[src/rtl/receiver_i2c.sv]
// I2C target: START/STOP detection, 7-bit address match, ACKed two-byte write
// capture into WR_DATA and two-byte read return of RD_DATA.
module receiver_i2c #(
    parameter int unsigned ADDR_W     = 7,
    parameter int unsigned DATA_BYTES = 2
) (
    input  logic                    clk,
    input  logic                    rst,
    input  logic                    SCL,
    input  logic                    SDA_OUT,
    input  logic                    SDA_OE,
    input  logic [ADDR_W-1:0]       I2C_ADDR,
    input  logic [8*DATA_BYTES-1:0] RD_DATA,
    output logic                    SDA_IN,
    output logic                    SDA_IN_ACK,
    output logic [8*DATA_BYTES-1:0] WR_DATA,
    output logic                    WR_VALID,
    output logic                    RD_DONE,
    output logic                    BUSY
);

    localparam int unsigned DATA_W   = 8 * DATA_BYTES;
    localparam int unsigned IDX_W    = $clog2(DATA_BYTES + 1);
    localparam logic [IDX_W-1:0] LAST_IDX = IDX_W'(DATA_BYTES - 1);

    typedef enum logic [2:0] {
        IDLE,
        ADDR,
        ADDR_ACK,
        WR_BYTE,
        WR_ACK,
        RD_BYTE,
        RD_MACK,
        IGNORE
    } state_t;

    state_t            state;
    logic              scl_q;
    logic              sda_q;
    logic [3:0]        bit_cnt;
    logic [IDX_W-1:0]  byte_idx;
    logic [DATA_W-2:0] rx_sh;
    logic [DATA_W-2:0] tx_sh;
    logic              rnw;

    // Bus SDA as seen on the wire (pull-up when the master releases it)
    logic sda_c;
    logic scl_rise_c;
    logic scl_fall_c;
    logic start_c;
    logic stop_c;

    assign sda_c      = SDA_OE ? SDA_OUT : 1'b1;
    assign scl_rise_c = SCL & ~scl_q;
    assign scl_fall_c = ~SCL & scl_q;
    assign start_c    = SCL & scl_q & sda_q & ~sda_c;
    assign stop_c     = SCL & scl_q & ~sda_q & sda_c;

    always_ff @(posedge clk) begin
        if (!rst) begin
            state      <= IDLE;
            scl_q      <= 1'b1;
            sda_q      <= 1'b1;
            bit_cnt    <= 4'd0;
            byte_idx   <= '0;
            rx_sh      <= '0;
            tx_sh      <= '0;
            rnw        <= 1'b0;
            SDA_IN     <= 1'b1;
            SDA_IN_ACK <= 1'b0;
            WR_DATA    <= '0;
            WR_VALID   <= 1'b0;
            RD_DONE    <= 1'b0;
            BUSY       <= 1'b0;
        end else begin
            scl_q    <= SCL;
            sda_q    <= sda_c;
            WR_VALID <= 1'b0;
            RD_DONE  <= 1'b0;

            // Bus conditions win over any bit-level activity in the same cycle
            if (start_c) begin
                state      <= ADDR;
                bit_cnt    <= 4'd0;
                byte_idx   <= '0;
                rx_sh      <= '0;
                SDA_IN     <= 1'b1;
                SDA_IN_ACK <= 1'b0;
                BUSY       <= 1'b0;
            end else if (stop_c) begin
                state      <= IDLE;
                bit_cnt    <= 4'd0;
                byte_idx   <= '0;
                SDA_IN     <= 1'b1;
                SDA_IN_ACK <= 1'b0;
                BUSY       <= 1'b0;
            end else begin
                case (state)
                    IDLE: begin
                        SDA_IN     <= 1'b1;
                        SDA_IN_ACK <= 1'b0;
                    end

                    ADDR: begin
                        if (scl_rise_c) begin
                            rx_sh <= {rx_sh[DATA_W-3:0], sda_c};
                            if (bit_cnt == 4'd7) begin
                                bit_cnt <= 4'd0;
                                rnw     <= sda_c;
                                if (rx_sh[ADDR_W-1:0] == I2C_ADDR) begin
                                    state <= ADDR_ACK;
                                    BUSY  <= 1'b1;
                                end else begin
                                    state <= IGNORE;
                                end
                            end else begin
                                bit_cnt <= bit_cnt + 4'd1;
                            end
                        end
                    end

                    // SDA_IN_ACK doubles as the "ACK already driven" marker
                    ADDR_ACK, WR_ACK: begin
                        if (scl_fall_c) begin
                            if (!SDA_IN_ACK) begin
                                SDA_IN     <= 1'b0;
                                SDA_IN_ACK <= 1'b1;
                            end else begin
                                SDA_IN     <= 1'b1;
                                SDA_IN_ACK <= 1'b0;
                                if (state == ADDR_ACK) begin
                                    if (rnw) begin
                                        tx_sh  <= RD_DATA[DATA_W-2:0];
                                        SDA_IN <= RD_DATA[DATA_W-1];
                                        state  <= RD_BYTE;
                                    end else begin
                                        state <= WR_BYTE;
                                    end
                                end else if (byte_idx == LAST_IDX) begin
                                    state <= IGNORE;
                                end else begin
                                    byte_idx <= byte_idx + IDX_W'(1);
                                    state    <= WR_BYTE;
                                end
                            end
                        end
                    end

                    WR_BYTE: begin
                        if (scl_rise_c) begin
                            rx_sh <= {rx_sh[DATA_W-3:0], sda_c};
                            if (bit_cnt == 4'd7) begin
                                bit_cnt <= 4'd0;
                                state   <= WR_ACK;
                                if (byte_idx == LAST_IDX) begin
                                    WR_DATA  <= {rx_sh, sda_c};
                                    WR_VALID <= 1'b1;
                                end
                            end else begin
                                bit_cnt <= bit_cnt + 4'd1;
                            end
                        end
                    end

                    // bit_cnt counts rises; the fall after the 8th rise releases SDA
                    RD_BYTE: begin
                        if (scl_rise_c) begin
                            bit_cnt <= bit_cnt + 4'd1;
                        end else if (scl_fall_c) begin
                            if (bit_cnt == 4'd8) begin
                                bit_cnt <= 4'd0;
                                SDA_IN  <= 1'b1;
                                state   <= RD_MACK;
                            end else begin
                                SDA_IN <= tx_sh[DATA_W-2];
                                tx_sh  <= {tx_sh[DATA_W-3:0], 1'b0};
                            end
                        end
                    end

                    RD_MACK: begin
                        if (scl_rise_c) begin
                            if (!sda_c && byte_idx != LAST_IDX) begin
                                byte_idx <= byte_idx + IDX_W'(1);
                                state    <= RD_BYTE;
                            end else begin
                                RD_DONE <= 1'b1;
                                state   <= IGNORE;
                            end
                        end
                    end

                    IGNORE: begin
                        SDA_IN     <= 1'b1;
                        SDA_IN_ACK <= 1'b0;
                    end

                    default: begin
                        state <= IDLE;
                    end
                endcase
            end
        end
    end

endmodule

[config.mk]
export PLATFORM = sky130hd
export DESIGN_NAME = receiver_i2c
export DESIGN_NICKNAME = d
export VERILOG_FILES = /design/src/rtl/receiver_i2c.sv
export SDC_FILE = /design/constraint.sdc
export NUM_CORES = 1
export LEC_CHECK = 0
export ABC_CLOCK_PERIOD_IN_PS = 1950
export CAP_MARGIN = 25
export CORE_MARGIN = 4
export CORE_UTILIZATION = 30
export CTS_CLUSTER_DIAMETER = 80
export DETAILED_ROUTE_END_ITERATION = 16
export REMOVE_ABC_BUFFERS = 1
export SETUP_SLACK_MARGIN = 0.2
export SLEW_MARGIN = 5
export SYNTH_ARGS = -nofsm -noshare
export SYNTH_HDL_FRONTEND = slang
export SYNTH_SLANG_ARGS = --single-unit
[constraint.sdc]
create_clock -name clk -period 1.95 [get_ports clk]
set_input_delay 0.2925 -clock clk [delete_from_list [all_inputs] [get_ports clk]]
set_output_delay 0.2925 -clock clk [all_outputs]
set_load 0.005 [all_outputs]
==> results.py <==
metrics = {
    "drt": {
        "wire_per_inst_um": 13.8,
        "wl_mm": 7.97,
        "route.met3.wl_um": 366,
        "antenna_left": 0,
        "top_layer": "met4",
        "via_count": 2768,
        "drtIter0Drc": 112,
        "drtPass1Iterations": 4,
        "drc_errors": 0,
        "wl_met1_mm": 3.72,
        "via_per_inst": 4.78,
        "dr_wl_met2_mm": 3.79,
    },
    "clock_network": {
        "clock_latency_ns": 0.34,
        "cts_buffer_depth": 2,
        "cts_buffers": 9,
        "path_clk_slew_ns": 0.08,
        "clock_sinks": 63,
        "cts_tree": "done",
        "htreeDepth": 3,
        "clockRootBuffer": "clkbuf_8",
    },
    "hold_path": {
        "worstHoldEndpoint": "WR_DATA[7]$_SDFFE_PN0P_",
        "hold_path_depth": 2,
        "hold_class": "reg -> reg",
        "hold_start": "WR_DATA[7]$_SDFFE_PN0P_",
    },
    "pwr": {
        "vdd_drop_max_mv": 0.311,
        "leakage_nw": 1.73,
        "powerDensity_nw_per_um2": 582,
    },
    "timing": {
        "maxSlewViolCount": 0,
        "max_slew.worst_pin.slew_ns": 0.386,
        "setup_slack_ns": 0.159,
        "fin_crit_ns": 1.79,
        "rsz0062_at_grt": "yes",
        "fin_setup_tns_ns": 0,
        "fmax_ghz": 0.558,
        "slew_headroom_pct": 73.6,
        "timing.final.crit_share_pct": 91.8,
        "setup_violations": 0,
        "fin_skew_ns": 0.00701,
        "hold_viol_final": 0,
    },
    "floorplan": {
        "start_util_pct": 30.7,
        "rows": 37,
        "die_area_um2": 12300,
        "ios": 49,
        "die_h_um": 111,
        "die_w_um": 111,
        "core_area_um2": 10300,
    },
    "setup_path": {
        "reg2reg_from": "scl_q$_SDFF_PN1_",
        "r2r-end": "state[0]$_SDFFE_PN0P_",
        "path_max_fanout": 7,
        "cp_slowest_cell": "dfxtp_4",
        "crit_type": "reg -> reg",
        "path_cells": "inv_1 -> ha_4 -> nand2b_1 -> a21oi_1 -> o32ai_2 -> and2_1 -> o311a_1",
        "crit_path_end_kind": "flip-flop",
        "path_buf_inv": 1,
        "cp-start-kind": "flip-flop",
        "reg2reg_depth": 7,
        "required_ns": 2.17,
        "rrSetupSlack_ns": 0.16,
        "cpLargestDelayFamily": "compound AO/OA/AOI/OAI gates",
        "cpPeakStageDelay_ns": 0.37,
        "crit_arrival_ns": 2.01,
    },
    "global_routing": {
        "grt_pass1_vias": 2738,
        "grt.total_usage_pct": 12.8,
        "gr-total-overflow": 0,
        "grt_max_degree": 17,
        "grt_pass1_wl_mm": 13.2,
        "antenna_found_initial": 0,
    },
    "job": {
        "timing.max_cap.violations": 0,
    },
    "final_layout": {
        "n_antenna_cell": 0,
        "drive_gt1_share_pct": 29.1,
        "final_net_count": 472,
        "area_growth_pct": 45.3,
    },
    "synthesis": {
        "yosys.area.top_type": "dfxtp_1",
        "syn_area_per_cell_um2": 9.15,
        "yosys_warnings": 0,
        "synthTopCellsByCount": "dfxtp_1 (63), nand2_1 (43), nor2_1 (35), a21oi_1 (31), mux2i_1 (31)",
        "yosysTopAreaCellShare_pct": 39.7,
        "yosysSeqAreaShare_pct": 39.7,
        "synth_edf_count": 0,
        "yosysMostFrequentCell": "dfxtp_1",
        "synth_cells": 347,
        "ys_seq_elements": 63,
        "synth_ff_type": "dfxtp_1",
        "async_flop_share_pct": 0,
        "synth.distinct_cells": 57,
        "synth_area_leaders": "dfxtp_1 (40%), mux2i_1 (9.8%), a211oi_2 (5.5%)",
        "syn_area_um2": 3170,
    },
    "place": {
        "port_buffers": 48,
        "dp_worst_setup_slack_ns": -0.558,
        "place.gp.congestion": 0.881,
        "hpwl_mm": 5.33,
    },
    "run_status": {
        "status": "complete, no violations",
    },
}
worst max-delay path by stage:
stage                            start  depth (start not counted)                      end
2_1_floorplan    state[0]$_SDFFE_PN0P_                          5    tx_sh[0]$_SDFFE_PN0P_
6_report              scl_q$_SDFF_PN1_                          7    state[0]$_SDFFE_PN0P_
5_1_grt        bit_cnt[0]$_SDFFE_PP0P_                          9    tx_sh[0]$_SDFFE_PN0P_
3_3_place_gp                       SCL                          6      WR_VALID$_SDFF_PP0_
3_5_place_dp                       SCL                          6      WR_VALID$_SDFF_PP0_
4_1_cts        bit_cnt[0]$_SDFFE_PP0P_                          8  WR_DATA[6]$_SDFFE_PN0P_
timing repair:
action                                  4_1_cts  5_1_grt
hold buffers                                  0        0
setup buffers                                 7        5
endpoints found under the hold margin         0        0
resized for setup                            26       12
pin swaps                                     3       10
cloned                                        3        1
endpoints found under the setup margin       52       39
sequential cells by signal, summed over array words and instances (netlist names):
| name | count |
|---|---|
| tx_sh | 15 |
| SDA_IN | 1 |
| scl_q | 1 |
| rnw | 1 |
| byte_idx | 2 |
| WR_DATA | 16 |
| bit_cnt | 4 |
| sda_q | 1 |
| BUSY | 1 |
| RD_DONE | 1 |
| WR_VALID | 1 |
| state | 3 |
| rx_sh | 15 |
| SDA_IN_ACK | 1 |
area by class of cell:
cell class                 instances  area [um2]
clock inverter                     7        78.8
fill                             998        5710
tap                              136         170
multi-input combinational        252        1870
sequential                        63        1280
timing repair buffer             102        1060
inverter                          10        37.5
clock buffer                       9         124
through the flow:
stage | area (um2) | hold WS (ns) | total power, W | util [%] | std cells
after floorplan | 3030 | 0.361 | 0.00141 | - | 325
after global placement | 4020 | 0.443 | 0.00154 | 38.9 | 547
after detailed placement | 4020 | 0.444 | 0.00154 | 38.9 | 547
after CTS | 4430 | 0.453 | 0.00272 | 42.9 | 573
after global routing | 4610 | 0.487 | 0.00281 | 44.7 | 579
final | 4610 | 0.454 | 0.00269 | 44.7 | 579
power by group:
group	switching (W)	total [W]	internal, W
logic	0.000105	0.000224	0.000119
registers	0.0000111	0.00130	0.00129
clock network	0.000558	0.00116	0.000606
kinds of logic after synthesis:
family | after synthesis | share of synthesized area (%)
and+or+nand+nor | 128 | 20.0
muxes | 31 | 9.78
AOI/OAI and AO/OA | 76 | 19.2
DFF | 63 | 39.7
adders and majority gates | 7 | 2.68
xor gates and xnor gates | 10 | 3.00
buffers and inverters | 32 | 5.60
worst reg2reg max path, stage by stage, from the launching register on:
cell and delay [ns]:
dfxtp_4 0.37, inv_1 0.07, ha_4 0.19, nand2b_1 0.18
a21oi_1 0.22, o32ai_2 0.13, and2_1 0.17, o311a_1 0.34
per-layer routing:
metal | global-route usage [%] | up-vias
met5 | 0 | -
met2 | 20.6 | 63
met1 | 17.2 | 1304
li1 | - | 1393
met3 | 3.33 | 8
met4 | 3.28 | 0
cell usage in the layout, fill, tap and decap left out, types with 3 or more instances in the layout:
cell / n
dfxtp_4: 3
o21ai_0: 3
nand3b_1: 3
nor2_2: 14
nand2b_1: 5
o31ai_1: 3
dfxtp_1: 57
clkbuf_8: 9
xor2_1: 3
nand2_1: 43
inv_6: 3
buf_12: 7
buf_4: 41
inv_1: 8
nand3_1: 3
clkdlybuf4s50_1: 47
ha_4: 3
nor2_1: 35
nor3_1: 4
nor2b_1: 5
mux2i_1: 30
buf_16: 3
dfxtp_2: 3
a211oi_2: 14
a21oi_1: 30
xnor2_1: 5
Power figures use the tool's default switching activity.
